==> src/rtl/mouse_pkg.sv <==
// Shared state encoding, PS/2 command/response bytes and sequencing helpers
// for the mouse initialisation sequencer.
package mouse_pkg;

    typedef enum logic [2:0] {
        SEND_RST,
        WAIT_ACK_RST,
        WAIT_BAT,
        WAIT_ID,
        SEND_EN,
        WAIT_ACK_EN,
        STREAM,
        FAIL
    } state_e;

    localparam logic [7:0] CMD_RESET  = 8'hFF;
    localparam logic [7:0] CMD_ENABLE = 8'hF4;
    localparam logic [7:0] RSP_ACK    = 8'hFA;
    localparam logic [7:0] RSP_RESEND = 8'hFE;
    localparam logic [7:0] RSP_BAT    = 8'hAA;
    localparam logic [7:0] RSP_ID     = 8'h00;

    // Successor of each step of the init sequence on success.
    function automatic state_e next_state(input state_e s);
        case (s)
            SEND_RST:     next_state = WAIT_ACK_RST;
            WAIT_ACK_RST: next_state = WAIT_BAT;
            WAIT_BAT:     next_state = WAIT_ID;
            WAIT_ID:      next_state = SEND_EN;
            SEND_EN:      next_state = WAIT_ACK_EN;
            WAIT_ACK_EN:  next_state = STREAM;
            default:      next_state = s;
        endcase
    endfunction

    function automatic logic [7:0] expected_rsp(input state_e s);
        case (s)
            WAIT_ACK_RST, WAIT_ACK_EN: expected_rsp = RSP_ACK;
            WAIT_BAT:                  expected_rsp = RSP_BAT;
            default:                   expected_rsp = RSP_ID;
        endcase
    endfunction

endpackage

==> src/rtl/sequencer_timer.sv <==
// Clearable saturating cycle counter; expired stays high once the limit is
// reached until the next clear.
module sequencer_timer #(
    parameter int TIMEOUT_CYCLES = 25_000_000
) (
    input  logic clk,
    input  logic rst,
    input  logic clear,
    output logic expired
);
    localparam int W = $clog2(TIMEOUT_CYCLES + 1);
    localparam logic [W-1:0] LIMIT = W'(TIMEOUT_CYCLES);

    logic [W-1:0] count_q, count_d;

    always_comb begin
        count_d = count_q;
        if (clear)
            count_d = '0;
        else if (count_q != LIMIT)
            count_d = count_q + 1'b1;
    end

    always_ff @(posedge clk) begin
        if (rst) count_q <= '0;
        else     count_q <= count_d;
    end

    assign expired = (count_q == LIMIT);

endmodule

==> src/rtl/mouse_init_sequencer.sv <==
// PS/2 mouse bring-up: reset/BAT/ID/enable handshake with bounded retries,
// then 3-byte stream packet assembly.
module mouse_init_sequencer
    import mouse_pkg::*;
#(
    parameter int TIMEOUT_CYCLES = 25_000_000,
    parameter int MAX_RETRIES    = 3
) (
    input  logic       Clk,
    input  logic       Reset,
    output logic [7:0] TxData,
    output logic       TxStart,
    input  logic       TxDone,
    input  logic       TxError,
    input  logic [7:0] RxData,
    input  logic       RxValid,
    output logic       Ready,
    output logic       Error,
    output logic       PacketValid,
    output logic [2:0] Buttons,
    output logic [8:0] DeltaX,
    output logic [8:0] DeltaY,
    output logic [1:0] Overflow
);
    localparam int RW = $clog2(MAX_RETRIES + 2);

    state_e        state_q, state_d;
    logic          sent_q, sent_d;
    logic [RW-1:0] retry_q, retry_d;
    logic [1:0]    idx_q, idx_d;
    logic [6:0]    hdr_q, hdr_d;   // byte 0 without its always-one bit 3
    logic [7:0]    b1_q, b1_d;
    logic          tx_start_q, tx_start_d;
    logic [7:0]    tx_data_q, tx_data_d;
    logic          pkt_valid_q, pkt_valid_d;
    logic [2:0]    buttons_q, buttons_d;
    logic [8:0]    dx_q, dx_d, dy_q, dy_d;
    logic [1:0]    ovf_q, ovf_d;

    logic   timer_clear, timer_expired;
    logic   advance, fail_attempt;
    state_e fail_target;

    sequencer_timer #(.TIMEOUT_CYCLES(TIMEOUT_CYCLES)) u_timer (
        .clk     (Clk),
        .rst     (Reset),
        .clear   (timer_clear),
        .expired (timer_expired)
    );

    always_comb begin
        state_d      = state_q;
        sent_d       = sent_q;
        retry_d      = retry_q;
        idx_d        = idx_q;
        hdr_d        = hdr_q;
        b1_d         = b1_q;
        tx_start_d   = 1'b0;
        tx_data_d    = tx_data_q;
        pkt_valid_d  = 1'b0;
        buttons_d    = buttons_q;
        dx_d         = dx_q;
        dy_d         = dy_q;
        ovf_d        = ovf_q;
        timer_clear  = 1'b0;
        advance      = 1'b0;
        fail_attempt = 1'b0;
        fail_target  = SEND_RST;

        case (state_q)
            SEND_RST, SEND_EN: begin
                if (!sent_q) begin
                    tx_start_d = 1'b1;
                    tx_data_d  = (state_q == SEND_RST) ? CMD_RESET : CMD_ENABLE;
                    sent_d     = 1'b1;
                end else if (TxDone) begin
                    advance = 1'b1;
                end else if (TxError || timer_expired) begin
                    fail_attempt = 1'b1;
                end
            end
            WAIT_ACK_RST, WAIT_BAT, WAIT_ID, WAIT_ACK_EN: begin
                // A byte arriving in the expiry cycle takes precedence.
                if (RxValid) begin
                    if (RxData == expected_rsp(state_q)) begin
                        advance = 1'b1;
                    end else begin
                        fail_attempt = 1'b1;
                        if (state_q == WAIT_ACK_EN && RxData == RSP_RESEND)
                            fail_target = SEND_EN;
                    end
                end else if (timer_expired) begin
                    fail_attempt = 1'b1;
                end
            end
            STREAM: begin
                if (RxValid) begin
                    timer_clear = 1'b1;
                    case (idx_q)
                        2'd0: begin
                            if (RxData[3]) begin
                                hdr_d = {RxData[7:4], RxData[2:0]};
                                idx_d = 2'd1;
                            end
                        end
                        2'd1: begin
                            b1_d  = RxData;
                            idx_d = 2'd2;
                        end
                        default: begin
                            idx_d       = 2'd0;
                            pkt_valid_d = 1'b1;
                            buttons_d   = hdr_q[2:0];
                            dx_d        = {hdr_q[3], b1_q};
                            dy_d        = {hdr_q[4], RxData};
                            ovf_d       = hdr_q[6:5];
                        end
                    endcase
                end else if (timer_expired && idx_q != 2'd0) begin
                    idx_d = 2'd0;
                end
            end
            default: ;
        endcase

        if (advance) begin
            state_d     = next_state(state_q);
            sent_d      = 1'b0;
            timer_clear = 1'b1;
            if (next_state(state_q) == STREAM) begin
                retry_d = '0;
                idx_d   = 2'd0;
            end
        end

        if (fail_attempt) begin
            retry_d     = retry_q + 1'b1;
            state_d     = (int'(retry_q) + 1 > MAX_RETRIES) ? FAIL : fail_target;
            sent_d      = 1'b0;
            timer_clear = 1'b1;
        end
    end

    always_ff @(posedge Clk) begin
        if (Reset) begin
            state_q     <= SEND_RST;
            sent_q      <= 1'b0;
            retry_q     <= '0;
            idx_q       <= 2'd0;
            hdr_q       <= '0;
            b1_q        <= '0;
            tx_start_q  <= 1'b0;
            tx_data_q   <= '0;
            pkt_valid_q <= 1'b0;
            buttons_q   <= '0;
            dx_q        <= '0;
            dy_q        <= '0;
            ovf_q       <= '0;
        end else begin
            state_q     <= state_d;
            sent_q      <= sent_d;
            retry_q     <= retry_d;
            idx_q       <= idx_d;
            hdr_q       <= hdr_d;
            b1_q        <= b1_d;
            tx_start_q  <= tx_start_d;
            tx_data_q   <= tx_data_d;
            pkt_valid_q <= pkt_valid_d;
            buttons_q   <= buttons_d;
            dx_q        <= dx_d;
            dy_q        <= dy_d;
            ovf_q       <= ovf_d;
        end
    end

    assign TxStart     = tx_start_q;
    assign TxData      = tx_data_q;
    assign Ready       = (state_q == STREAM);
    assign Error       = (state_q == FAIL);
    assign PacketValid = pkt_valid_q;
    assign Buttons     = buttons_q;
    assign DeltaX      = dx_q;
    assign DeltaY      = dy_q;
    assign Overflow    = ovf_q;

endmodule

==> config.mk <==
export PLATFORM = sky130hd
export DESIGN_NAME = mouse_init_sequencer
export DESIGN_NICKNAME = d
export VERILOG_FILES = /design/src/rtl/mouse_pkg.sv /design/src/rtl/sequencer_timer.sv /design/src/rtl/mouse_init_sequencer.sv
export SDC_FILE = /design/constraint.sdc
export NUM_CORES = 1
export LEC_CHECK = 0
export ABC_AREA = 0
export ABC_CLOCK_PERIOD_IN_PS = 2300
export BUFFER_PORTS_ARGS = -buffer_cell sky130_fd_sc_hd__buf_2
export CAP_MARGIN = 5
export CELL_PAD_IN_SITES_DETAIL_PLACEMENT = 1
export CELL_PAD_IN_SITES_GLOBAL_PLACEMENT = 1
export CORE_AREA = 2 2 97 99
export CTS_CLUSTER_DIAMETER = 120
export DETAILED_ROUTE_END_ITERATION = 10
export DIE_AREA = 0 0 99 101
export GPL_ROUTABILITY_DRIVEN = 0
export MAX_ROUTING_LAYER = met4
export PLACE_DENSITY_LB_ADDON = 0.1
export SETUP_SLACK_MARGIN = 0.3
export SYNTH_ARGS = -nofsm -noshare
export SYNTH_HDL_FRONTEND = slang
export SYNTH_SLANG_ARGS = --single-unit
==> constraint.sdc <==
create_clock -name Clk -period 2.3 [get_ports Clk]
set_clock_uncertainty 0.1 [all_clocks]
set_input_delay 0.46 -clock Clk [delete_from_list [all_inputs] [get_ports Clk]]
set_output_delay 0.46 -clock Clk [all_outputs]
set_load 0.1 [all_outputs]
==> results.md, run 1 <==
- Status: finished clean
- Overall Global Routing Usage: 0.179
- Clock slew at reported path FFs: 0.09 ns
- Maximum number of pins on one net before global-route repair: 40
- First-pass GRT wire length: 13.8 mm
- Post-synth EDFFs: 0
- Hold buffers post-CTS: 0
- Power density over cell area: 695 mW/mm^2
- Type of the most critical hold path: in -> reg
- Flop-to-flop setup slack: between 0.1 and 0.15 ns
- Critical register-to-register path endpoint: state_q[2]
- Most frequent cell after synthesis: dfxtp_1
- Slew Viols, Final: 0
- Post-route fraction of the period consumed by the critical path: 0.940
- Count of inserted antenna diode cells: 0
- Number of clock buffers inserted by TritonCTS: 9
- Arrival time reported for the critical path endpoint: 2.30 ns
- Wire length on met2: 4.19 mm
- Worst-path fanout max: 7
- Setup crit start: u_timer.count_q[8]
- Final Hold Viols: 0
- Non-filler cells, final: 566
- Worst-skew pair later-pin latency: 0.36 ns
- MaxCap Viol Count: 0
- Transition time of the tightest slew-check pin: around 0.53 ns
- Timing endpoint of the critical path: state_q[2]
- Die X-Extent: 99 um
- Sort of element at the start of the critical path: flop
- Met1 layer wirelength in the final routing: 3.71 mm
- Pre-Repair DR Iteration Count: 4
- Predominant post-synthesis flop cell: dfxtp_1
- WL final: 8.37 mm
- Core area: around 0.009 sq mm
- Layout area overhead: 23.8%
- Reg2reg path depth: 7
- CTS tree: done
- Starting density of the core: 0.372
- Setup TNS after final layout: 0 ns
- HPWL Detailed: 5.66 mm
- Congestion Overflow GR: 0
- Headroom to the max-slew limit: 0.641
- Fraction of post-synthesis cell area in the top cell type by area: 0.455
- Leakage power figure: 1.57 nW
- Number of flip-flops and latches in the synthesized netlist: 76
- Source of the worst register-to-register timing path: u_timer.count_q[8]
- Number of I/O port buffers: 47
- Worst VDD drop: between 200 and 300 uV
- I/O pin cnt: 48
- Buffers from clock root to sink, at most: 2
- Wire length per cell after detailed routing: 14.8 um
- Cells after synthesis: 395
- Category of the most critical setup path: reg -> reg
- Maximum achievable frequency: 463 MHz
- Cell types with the largest area share after synthesis: dfxtp_1 (46%), nand2_1 (6.9%), nor2_1 (6.9%)
- Number of synthesis warnings: 0
- Top routing layer used: met4
- Number of sinks handled by clock tree synthesis: 76
- Kind of end point of the critical path: flop
- Setup repair after global routing missed its margin: yes
- CTS H-Tree Depth: 3
- Post-synthesis average cell area: 8.46 sq um
- Layout cell share with drive strength beyond 1: 0.268
- Die H: roughly 100 um
- Die footprint: 0.0100 sq mm
- DR DRC count: 0
- Detailed-routed wire length on met3: 300 um
- Drt via density: 5.03
- Count of vias placed by the detailed router: 2847
- Number of global-route vias before repair: 2800
- Violation count after the first detailed-routing iteration: 53
- Final Net Count: 467
- Netlist cell types: 49
- Cell count after placement: 542
- Cell at the root of the clock tree: clkbuf_8
- Commonest cells in the netlist: dfxtp_1 (76), nand2_1 (61), nor2_1 (61), a21oi_1 (31), mux2i_1 (16)
- Most area-hungry cell type in the Yosys netlist: dfxtp_1
- Portion of the post-synthesis area used by sequential elements: 0.455
- Critical path required time: approximately 2.4 ns
- Number of nets with antenna violations after routing: 0
- Net count after synthesis: 412
- Fraction of registers with async set/reset: 0
- Final critical delay including setup and external delays: about 2.2 ns
- Initial antenna violation count: 0
- Placement Rows: 35
- Final setup viols: 0
- Mapped Area: 0.00334 sq mm
[cells in the final DEF (no fill, tap or decap), types with 3 or more instances in the layout]
cell / Yosys / final
buf_2: 6 / 45
nor3b_2: 0 / 3
o21ai_0: 4 / 4
and3_1: 9 / 8
mux2i_1: 16 / 16
inv_6: 0 / 3
ha_1: 4 / 4
nand2_1: 61 / 59
dfxtp_2: 0 / 8
nand3b_1: 4 / 4
xnor2_1: 9 / 9
nand4_1: 6 / 6
or3_1: 3 / 3
nor2_1: 61 / 59
buf_4: 8 / 18
nand2b_1: 5 / 5
dfxtp_1: 76 / 66
nand3_1: 11 / 11
a21oi_1: 31 / 31
nor3_1: 8 / 8
clkbuf_8: 0 / 9
xor2_1: 14 / 14
inv_1: 10 / 9
[worst min-delay path by stage]
stage	cells past startpoint	slack [ns]	endpoint	from
3_5_place_dp	2	0.35	Overflow[1]	Overflow[1]
3_3_place_gp	2	0.34	DeltaX[5]	b1_q[5]
6_report	3	0.29	DeltaY[0]	RxData[0]
2_1_floorplan	2	0.33	Buttons[0]	hdr_q[0]
4_1_cts	3	0.28	DeltaY[1]	RxData[1]
5_1_grt	3	0.28	DeltaY[4]	RxData[4]
[cell type report]
cell class	instances	area, sq um
repair buffers	68	453
fillers	1102	4840
clock buffers	9	124
multi-input cells	285	1780
well taps	111	139
inverters	10	37.5
clock inverters	7	67.6
flip-flops and latches	76	1540
[power breakdown]
group / leakage, nW / internal [mW] / switching [mW] / total (mW)
combinational: 0.857 / 0.147 / 0.367 / 0.514
sequential: 0.619 / 1.34 / 0.0325 / 1.38
clock: 0.0936 / 0.416 / 0.569 / 0.985
[what timing repair did]
| action | 4_1_cts | 5_1_grt |
|---|---|---|
| endpoints found under the setup margin | 33 | 40 |
| gates cloned | 0 | 2 |
| endpoints found under the hold margin | 0 | 0 |
| pin swaps | 4 | 5 |
| buffers inserted | 3 | 3 |
| gates resized for setup | 16 | 16 |
[kinds of logic after synthesis]
kind of cell | count (synthesis) | synth area share
AO/OA/AOI/OAI | 52 | 0.0996
AND/OR/NAND/NOR | 190 | 0.273
XOR/XNOR | 23 | 0.0603
adder cells (fa/ha/maj) | 4 | 0.0150
flip-flops | 76 | 0.455
buffers and inverters | 34 | 0.0494
multiplexers | 16 | 0.0479
[worst max-delay path, cell delays in order, from the launching register on]
cell	delay, ns
dfxtp_2	0.33
or4_4	0.57
nor4_4	0.34
a21o_1	0.20
a2bb2oi_4	0.07
buf_6	0.14
nor3_1	0.22
nor3_1	0.07
[stage by stage]
step | util | total power [mW] | cell area, sq um | hold WS, ns | worst slack (ns)
floorplan | - | 1.78 | 3390 | 0.331 | 0.232
global placement | 0.416 | 1.86 | 3730 | 0.337 | 0.106
detailed placement | 0.416 | 1.87 | 3730 | 0.347 | 0.0789
CTS | 0.448 | 2.88 | 4020 | 0.279 | 0.167
global route | 0.461 | 3.02 | 4140 | 0.282 | 0.0433
finish | 0.461 | 2.88 | 4140 | 0.286 | 0.139
[state kept, by name, indices dropped and copies added, names as in the netlist, 3 cells and up]
register / cells
u_timer.count_q: 25
DeltaY: 9
Buttons: 3
DeltaX: 9
hdr_q: 7
b1_q: 8
state_q: 3
retry_q: 3
[per-layer routing]
layer | up-vias | GRT usage
met5 | - | -
met4 | 0 | 0.0727
met3 | 14 | 0.0284
met2 | 46 | 0.305
met1 | 1359 | 0.211
li1 | 1428 | -
(Power assumes the default switching activity.)
==> run 2, diff against run 1 <==
--- a/config.mk
+++ b/config.mk
@@ -6,19 +6,20 @@
 export NUM_CORES = 1
 export LEC_CHECK = 0
 export ABC_AREA = 0
-export ABC_CLOCK_PERIOD_IN_PS = 2300
+export ABC_CLOCK_PERIOD_IN_PS = 2600
 export BUFFER_PORTS_ARGS = -buffer_cell sky130_fd_sc_hd__buf_2
 export CAP_MARGIN = 5
 export CELL_PAD_IN_SITES_DETAIL_PLACEMENT = 1
 export CELL_PAD_IN_SITES_GLOBAL_PLACEMENT = 1
-export CORE_AREA = 2 2 97 99
+export CORE_AREA = 2 2 109 111
 export CTS_CLUSTER_DIAMETER = 120
 export DETAILED_ROUTE_END_ITERATION = 10
-export DIE_AREA = 0 0 99 101
+export DIE_AREA = 0 0 111 113
 export GPL_ROUTABILITY_DRIVEN = 0
 export MAX_ROUTING_LAYER = met4
 export PLACE_DENSITY_LB_ADDON = 0.1
 export SETUP_SLACK_MARGIN = 0.3
+export SLEW_MARGIN = 20
 export SYNTH_ARGS = -nofsm -noshare
 export SYNTH_HDL_FRONTEND = slang
 export SYNTH_SLANG_ARGS = --single-unit
==> constraint.sdc (replaced) <==
create_clock -name Clk -period 2.6 [get_ports Clk]
set_clock_uncertainty 0.1 [all_clocks]
set_input_delay 0.52 -clock Clk [delete_from_list [all_inputs] [get_ports Clk]]
set_output_delay 0.52 -clock Clk [all_outputs]
set_load 0.1 [all_outputs]
==> results.md, run 2 (synthesis gave the netlist of run 1 again) <==
- Number of I/O port buffers: 47 (unchanged)
- Slew Viols, Final: 0 (unchanged)
- Number of sinks handled by clock tree synthesis: 76 (unchanged)
- Worst-skew pair later-pin latency: 0.33 ns (was 0.36 ns)
- Placement Rows: 39 (was 35)
- Congestion Overflow GR: 0 (unchanged)
- Critical path required time: 1.98 ns (was 2.44 ns)
- Leakage power figure: 1.55 nW (was 1.57 nW)
- Final critical delay including setup and external delays: 2.21 ns
- First-pass GRT wire length: 14.2 mm (was 13.8 mm)
- Overall Global Routing Usage: 0.146 (was 0.179)
- Buffers from clock root to sink, at most: 2 (unchanged)
- Initial antenna violation count: 0 (unchanged)
- Clock slew at reported path FFs: 0.06 ns (was 0.09 ns)
- CTS H-Tree Depth: 3 (unchanged)
- Power density over cell area: 721 mW/mm^2 (was 695 mW/mm^2)
- Starting density of the core: 0.296 (was 0.372)
- Final Hold Viols: 0 (unchanged)
- Pre-Repair DR Iteration Count: 4 (unchanged)
- WL final: 8.62 mm (was 8.37 mm)
- Wire length per cell after detailed routing: 14.6 um (was 14.8 um)
- Final setup viols: 0 (unchanged)
- Most frequent cells in the layout: dfxtp_1 (75), nand2_1 (61), nor2_1 (60), buf_2 (46), a21oi_1 (31) (was dfxtp_1 (66), nand2_1 (59), nor2_1 (59), buf_2 (45), a21oi_1 (31))
- Die footprint: 0.0125 sq mm (was 0.0100 sq mm)
- Leading cell type in the layout, fill and taps excluded: dfxtp_1 (unchanged)
- CTS tree: done (unchanged)
- Number of global-route vias before repair: 2776 (was 2800)
- HPWL Detailed: 5.75 mm (was 5.66 mm)
- MaxCap Viol Count: 0 (unchanged)
- Post-route fraction of the period consumed by the critical path: 0.849
- I/O pin cnt: 48 (unchanged)
- Finished Core Util: 0.370 (was 0.461)
- Register containing the most flip-flops in the final layout: u_timer.count_q (unchanged)
- Cell at the root of the clock tree: clkbuf_16 (was clkbuf_8)
- Count of inserted antenna diode cells: 0 (unchanged)
- Final Net Count: 458 (was 467)
- Core area: 0.0113 sq mm (was 0.00898 sq mm)
- Kind of end point of the critical path: primary output (was flop)
- Worst VDD drop: 414 uV (was 276 uV)
- Violation count after the first detailed-routing iteration: 75 (was 53)
- Count of vias placed by the detailed router: 2785 (was 2847)
- Worst-path fanout max: 8 (was 7)
- Source of the worst register-to-register timing path: u_timer.count_q[17] (was u_timer.count_q[8])
- Max FFs per register: 25 (unchanged)
- Status: finished clean (unchanged)
- Setup crit start: state_q[0] (was u_timer.count_q[8])
- DR DRC count: 0 (unchanged)
- Transition time of the tightest slew-check pin: 0.680 ns (was 0.534 ns)
- Number of nets with antenna violations after routing: 0 (unchanged)
- Setup repair after global routing missed its margin: yes (unchanged)
- Arrival time reported for the critical path endpoint: 1.59 ns (was 2.30 ns)
- Setup TNS after final layout: 0 ns (unchanged)
- Number of clock buffers inserted by TritonCTS: 9 (unchanged)
- Category of the most critical setup path: reg -> out (was reg -> reg)
- Sort of element at the start of the critical path: flop (unchanged)
- Type of the most critical hold path: reg -> reg (was in -> reg)
- Layout area overhead: 24.7% (was 23.8%)
- Headroom to the max-slew limit: 0.543 (was 0.641)
- Layout cell share with drive strength beyond 1: 0.213 (was 0.268)
- Die H: 113 um (was 101 um)
- Startpoint of the tightest hold check path: DeltaX[0] (was RxData[0])
- Drt via density: 4.73 (was 5.03)
- Maximum number of pins on one net before global-route repair: 43 (was 40)
- Die X-Extent: 111 um (was 99 um)
- Maximum achievable frequency: 453 MHz
-- run 2: layout make-up --
type | instances | area [sq um]
Fill cell | 1349 | 7110
Multi-Input combinational cell | 285 | 1750
Sequential cell | 76 | 1520
Timing Repair Buffer | 59 | 358
Clock buffer | 12 | 246
Tap cell | 143 | 179
Clock inverter | 4 | 72.6
Inverter | 10 | 37.5
-- run 2: worst paths after layout --
kind         slack (ns)  cells past startpoint                   to
max                0.39                      3                Error
min                0.35                      2            DeltaX[0]
max reg2reg        0.41                      7  u_timer.count_q[11]
min reg2reg        0.35                      2            DeltaX[0]
-- run 2: through the flow --
step / worst slack [ns] / std cells / power [mW] / cell area (sq um) / hold WS [ns]
floorplan: 0.370 / 395 / 1.57 / 3350 / 0.331
global placement: 0.105 / 571 / 1.64 / 3730 / 0.342
detailed placement: 0.0722 / 571 / 1.65 / 3730 / 0.346
CTS: 0.304 / 587 / 3.03 / 4080 / 0.354
global route: 0.261 / 589 / 3.15 / 4170 / 0.364
finish: 0.392 / 589 / 3.01 / 4170 / 0.352
-- run 2: power breakdown --
group | total (mW) | internal, mW | switching, mW
Sequential | 1.22 | 1.19 | 0.0295
Clock | 1.35 | 0.866 | 0.485
Combinational | 0.435 | 0.116 | 0.319
-- run 2: critical path: stages (launching register included) --
cell,delay [ns]
dfxtp_1,0.48
buf_4,0.19
and3_1,0.15
buf_2,0.42
-- run 2: timing repair --
| item | CTS | global route |
|---|---|---|
| setup endpoints to repair | 31 | 35 |
| hold buffers | 0 | 0 |
| gates cloned | 0 | 1 |
| pin swaps | 0 | 2 |
| gates resized for setup | 4 | 12 |
| buffers inserted | 0 | 1 |
-- run 2: per-layer routing --
| metal | global-route usage | vias to the layer above | wire [um] |
|---|---|---|---|
| met4 | 0.0625 | 0 | 164 |
| met2 | 0.226 | 35 | 3880 |
| met3 | 0.0321 | 13 | 219 |
| met1 | 0.186 | 1320 | 4360 |
| li1 | - | 1417 | - |
| met5 | - | - | 0 |
==> run 3, diff against run 2 <==
--- a/config.mk
+++ b/config.mk
@@ -6,7 +6,7 @@
 export NUM_CORES = 1
 export LEC_CHECK = 0
 export ABC_AREA = 0
-export ABC_CLOCK_PERIOD_IN_PS = 2600
+export ABC_CLOCK_PERIOD_IN_PS = 1900
 export BUFFER_PORTS_ARGS = -buffer_cell sky130_fd_sc_hd__buf_2
 export CAP_MARGIN = 5
 export CELL_PAD_IN_SITES_DETAIL_PLACEMENT = 1
==> constraint.sdc (replaced) <==
create_clock -name Clk -period 1.9 [get_ports Clk]
set_clock_uncertainty 0.1 [all_clocks]
set_input_delay 0.38 -clock Clk [delete_from_list [all_inputs] [get_ports Clk]]
set_output_delay 0.38 -clock Clk [all_outputs]
set_load 0.1 [all_outputs]
==> results.md, run 3 (synthesis gave the netlist of run 1 again) <==
- Buffer and inverter count on the worst path: 1 (was 2)
- Type of the most critical hold path: in -> reg (was reg -> reg)
- Post-route fraction of the period consumed by the critical path: 1.14
- Non-filler cells, final: 655 (was 589)
- Post-route worst setup slack: -0.263 ns (was 0.392 ns)
- Reg2reg path depth: 7 (unchanged)
- Count of inserted antenna diode cells: 0 (unchanged)
- Transition time of the tightest slew-check pin: 0.492 ns (was 0.680 ns)
- Share of power burned in the clock network: 0.398 (was 0.449)
- Final Net Count: 525 (was 458)
- MaxCap Viol Count: 0 (unchanged)
- Headroom to the max-slew limit: 0.672 (was 0.543)
- Buffers from clock root to sink, at most: 2 (unchanged)
- Initial antenna violation count: 0 (unchanged)
- Source of the worst register-to-register timing path: u_timer.count_q[10] (was u_timer.count_q[17])
- Final Hold Viols: 0 (unchanged)
- Die X-Extent: 111 um (unchanged)
- Critical path required time: 2.03 ns (was 1.98 ns)
- Wire length per cell after detailed routing: 15.3 um (was 14.6 um)
- Cell with the biggest individual delay on the critical path: or4_4 (was dfxtp_1)
- CTS H-Tree Depth: 3 (unchanged)
- Clock slew at reported path FFs: 0.06 ns (about the same)
- HPWL Detailed: 6.59 mm (was 5.75 mm)
- Layout cell share with drive strength beyond 1: 0.488 (was 0.213)
- Register containing the most flip-flops in the final layout: u_timer.count_q (unchanged)
- Number of global-route vias before repair: 3053 (was 2776)
- Worst-skew pair later-pin latency: 0.34 ns (was 0.33 ns)
- I/O pin cnt: 48 (unchanged)
- Switching power as a share of total power: 0.295 (was 0.277)
- Congestion Overflow GR: 0 (unchanged)
- Worst hold path depth: 4 (was 2)
- Die H: 113 um (unchanged)
- Core area: 0.0113 sq mm (unchanged)
- Overall Global Routing Usage: 0.157 (was 0.146)
- DR DRC count: 0 (unchanged)
- CTS tree: done (unchanged)
- Number of I/O port buffers: 47 (unchanged)
- Post-DP Area: 0.00422 sq mm (was 0.00373 sq mm)
- Crit path largest cell delay: 0.57 ns (was 0.48 ns)
- Pre-Repair DR Iteration Count: 4 (unchanged)
- Critical Path, Cell by Cell: or4_4, nor3_4, a31oi_4, o21ai_2, nand3b_4, clkbuf_16, nor2_2 (was buf_4, and3_1, buf_2)
- Max FFs per register: 25 (unchanged)
- Drt via density: 4.70 (was 4.73)
- Kind of end point of the critical path: flop (was primary output)
- Violation count after the first detailed-routing iteration: 86 (was 75)
- Violated checks: negative setup slack
- Critical register-to-register path endpoint: u_timer.count_q[24] (was u_timer.count_q[11])
- Cell at the root of the clock tree: clkbuf_16 (unchanged)
- Number of nets with antenna violations after routing: 0 (unchanged)
- Number of clock buffers inserted by TritonCTS: 9 (unchanged)
- Number of sinks handled by clock tree synthesis: 76 (unchanged)
- Hold buffers post-CTS: 0 (unchanged)
- First-pass GRT wire length: 15.2 mm (was 14.2 mm)
- Cell count after placement: 621 (was 571)
- Proportion of power drawn by flip-flops and latches: 0.404 (was 0.406)
- WL final: 10.0 mm (was 8.62 mm)
- Most frequent cells in the layout: dfxtp_1 (66), buf_4 (66), nand2_1 (37), nor2_1 (35), a21oi_2 (23) (was dfxtp_1 (75), nand2_1 (61), nor2_1 (60), buf_2 (46), a21oi_1 (31))
- Status: complete, but fails checks (was finished clean)
- Largest delay contributor family on the critical path: simple AND/OR/NAND/NOR gates (was buffers and inverters)
- Arrival time reported for the critical path endpoint: 2.29 ns (was 1.59 ns)
- Setup repair after global routing missed its margin: yes (unchanged)
- Layout area overhead: 60.8% (was 24.7%)
- Slew Viols, Final: 0 (unchanged)
- Die footprint: 0.0125 sq mm (unchanged)
- Startpoint of the tightest hold check path: RxData[7] (was DeltaX[0])
- Combinational power share: 0.198 (was 0.145)
- Internal Dissipation: 2.90 mW (was 2.17 mW)
- Switching pwr: 1.22 mW (was 833 uW)
- Power density over cell area: 766 mW/mm^2 (was 721 mW/mm^2)
- Layout Cell Area excl Fill: 0.00538 sq mm (was 0.00417 sq mm)
- Hold Crit Endpoint: DeltaY[7] (was DeltaX[0])
- Count of vias placed by the detailed router: 3080 (was 2785)
- Maximum achievable frequency: between 400 and 500 MHz
- Placement Rows: 39 (unchanged)
- Flop-to-flop setup slack: -0.26 ns (was 0.41 ns)
- Category of the most critical setup path: reg -> reg (was reg -> out)
- Leakage power figure: 2.23 nW (was 1.55 nW)
- Final setup viols: 35 (was 0)
- Starting density of the core: 0.296 (unchanged)
- Maximum number of pins on one net before global-route repair: 36 (was 43)
- Worst VDD drop: 513 uV (was 414 uV)
- Worst-path fanout max: 6 (was 8)
- Final critical delay including setup and external delays: approximately 2.2 ns
- Sort of element at the start of the critical path: flop (unchanged)
- Setup TNS after final layout: -7.47 ns (was 0 ns)
==> run 3: how the worst max path moves through the flow <==
stage / from / endpoint / slack [ns] / cells past startpoint
global placement: RxData[7] / retry_q[2] / -0.25 / 8
global route: u_timer.count_q[1] / u_timer.count_q[9] / -0.35 / 9
CTS: u_timer.count_q[17] / retry_q[1] / -0.23 / 7
floorplan: state_q[1] / hdr_q[1] / -0.18 / 8
finish: u_timer.count_q[10] / u_timer.count_q[24] / -0.26 / 7
detailed placement: RxData[7] / retry_q[2] / -0.30 / 8
==> run 3: per-stage QoR <==
| stage | worst slack (ns) | power [mW] | hold WS (ns) | utilization |
|---|---|---|---|---|
| global route | -0.350 | 4.31 | 0.333 | 0.477 |
| global placement | -0.252 | 2.35 | 0.341 | 0.374 |
| floorplan | -0.176 | 2.17 | 0.331 | - |
| CTS | -0.228 | 4.06 | 0.316 | 0.417 |
| finish | -0.263 | 4.12 | 0.335 | 0.477 |
| detailed placement | -0.296 | 2.36 | 0.345 | 0.374 |
==> run 3: power by group through the flow <==
stage | combinational, mW | sequential, mW | clock [mW]
6_report | 0.815 | 1.66 | 1.64
5_1_grt | 0.870 | 1.67 | 1.77
4_1_cts | 0.699 | 1.66 | 1.70
3_5_place_dp | 0.665 | 1.70 | 0
3_3_place_gp | 0.658 | 1.69 | 0
2_1_floorplan | 0.392 | 1.78 | 0
==> run 3: per-layer routing <==
metal / share of wire / up-vias / global-route usage
met1: 0.46 / 1481 / 0.200
met3: 0.026 / 8 / 0.0402
met5: 0 / - / -
met4: 0.012 / 0 / 0.0575
met2: 0.50 / 37 / 0.243
li1: - / 1554 / -
==> run 3: layout make-up <==
cell class | instances | area [sq um]
clock buffer | 12 | 267
clock inverter | 3 | 21.3
fill | 1292 | 5900
inverter | 10 | 37.5
multi-input combinational | 285 | 2210
sequential | 76 | 1540
tap | 143 | 179
timing repair buffer | 126 | 1120
==> run 3: repair_timing <==
action                     4_1_cts  5_1_grt
pin swaps                       10       62
setup buffers                    4       10
cloned                           1        4
resized for setup               35      138
setup endpoints to repair       83       94
==> run 3: worst register-to-register path: stages, from the launching register on <==
cell and delay (ns):
dfxtp_2 0.31, or4_4 0.57, nor3_4 0.26, a31oi_4 0.14
o21ai_2 0.20, nand3b_4 0.24, clkbuf_16 0.19, nor2_2 0.04
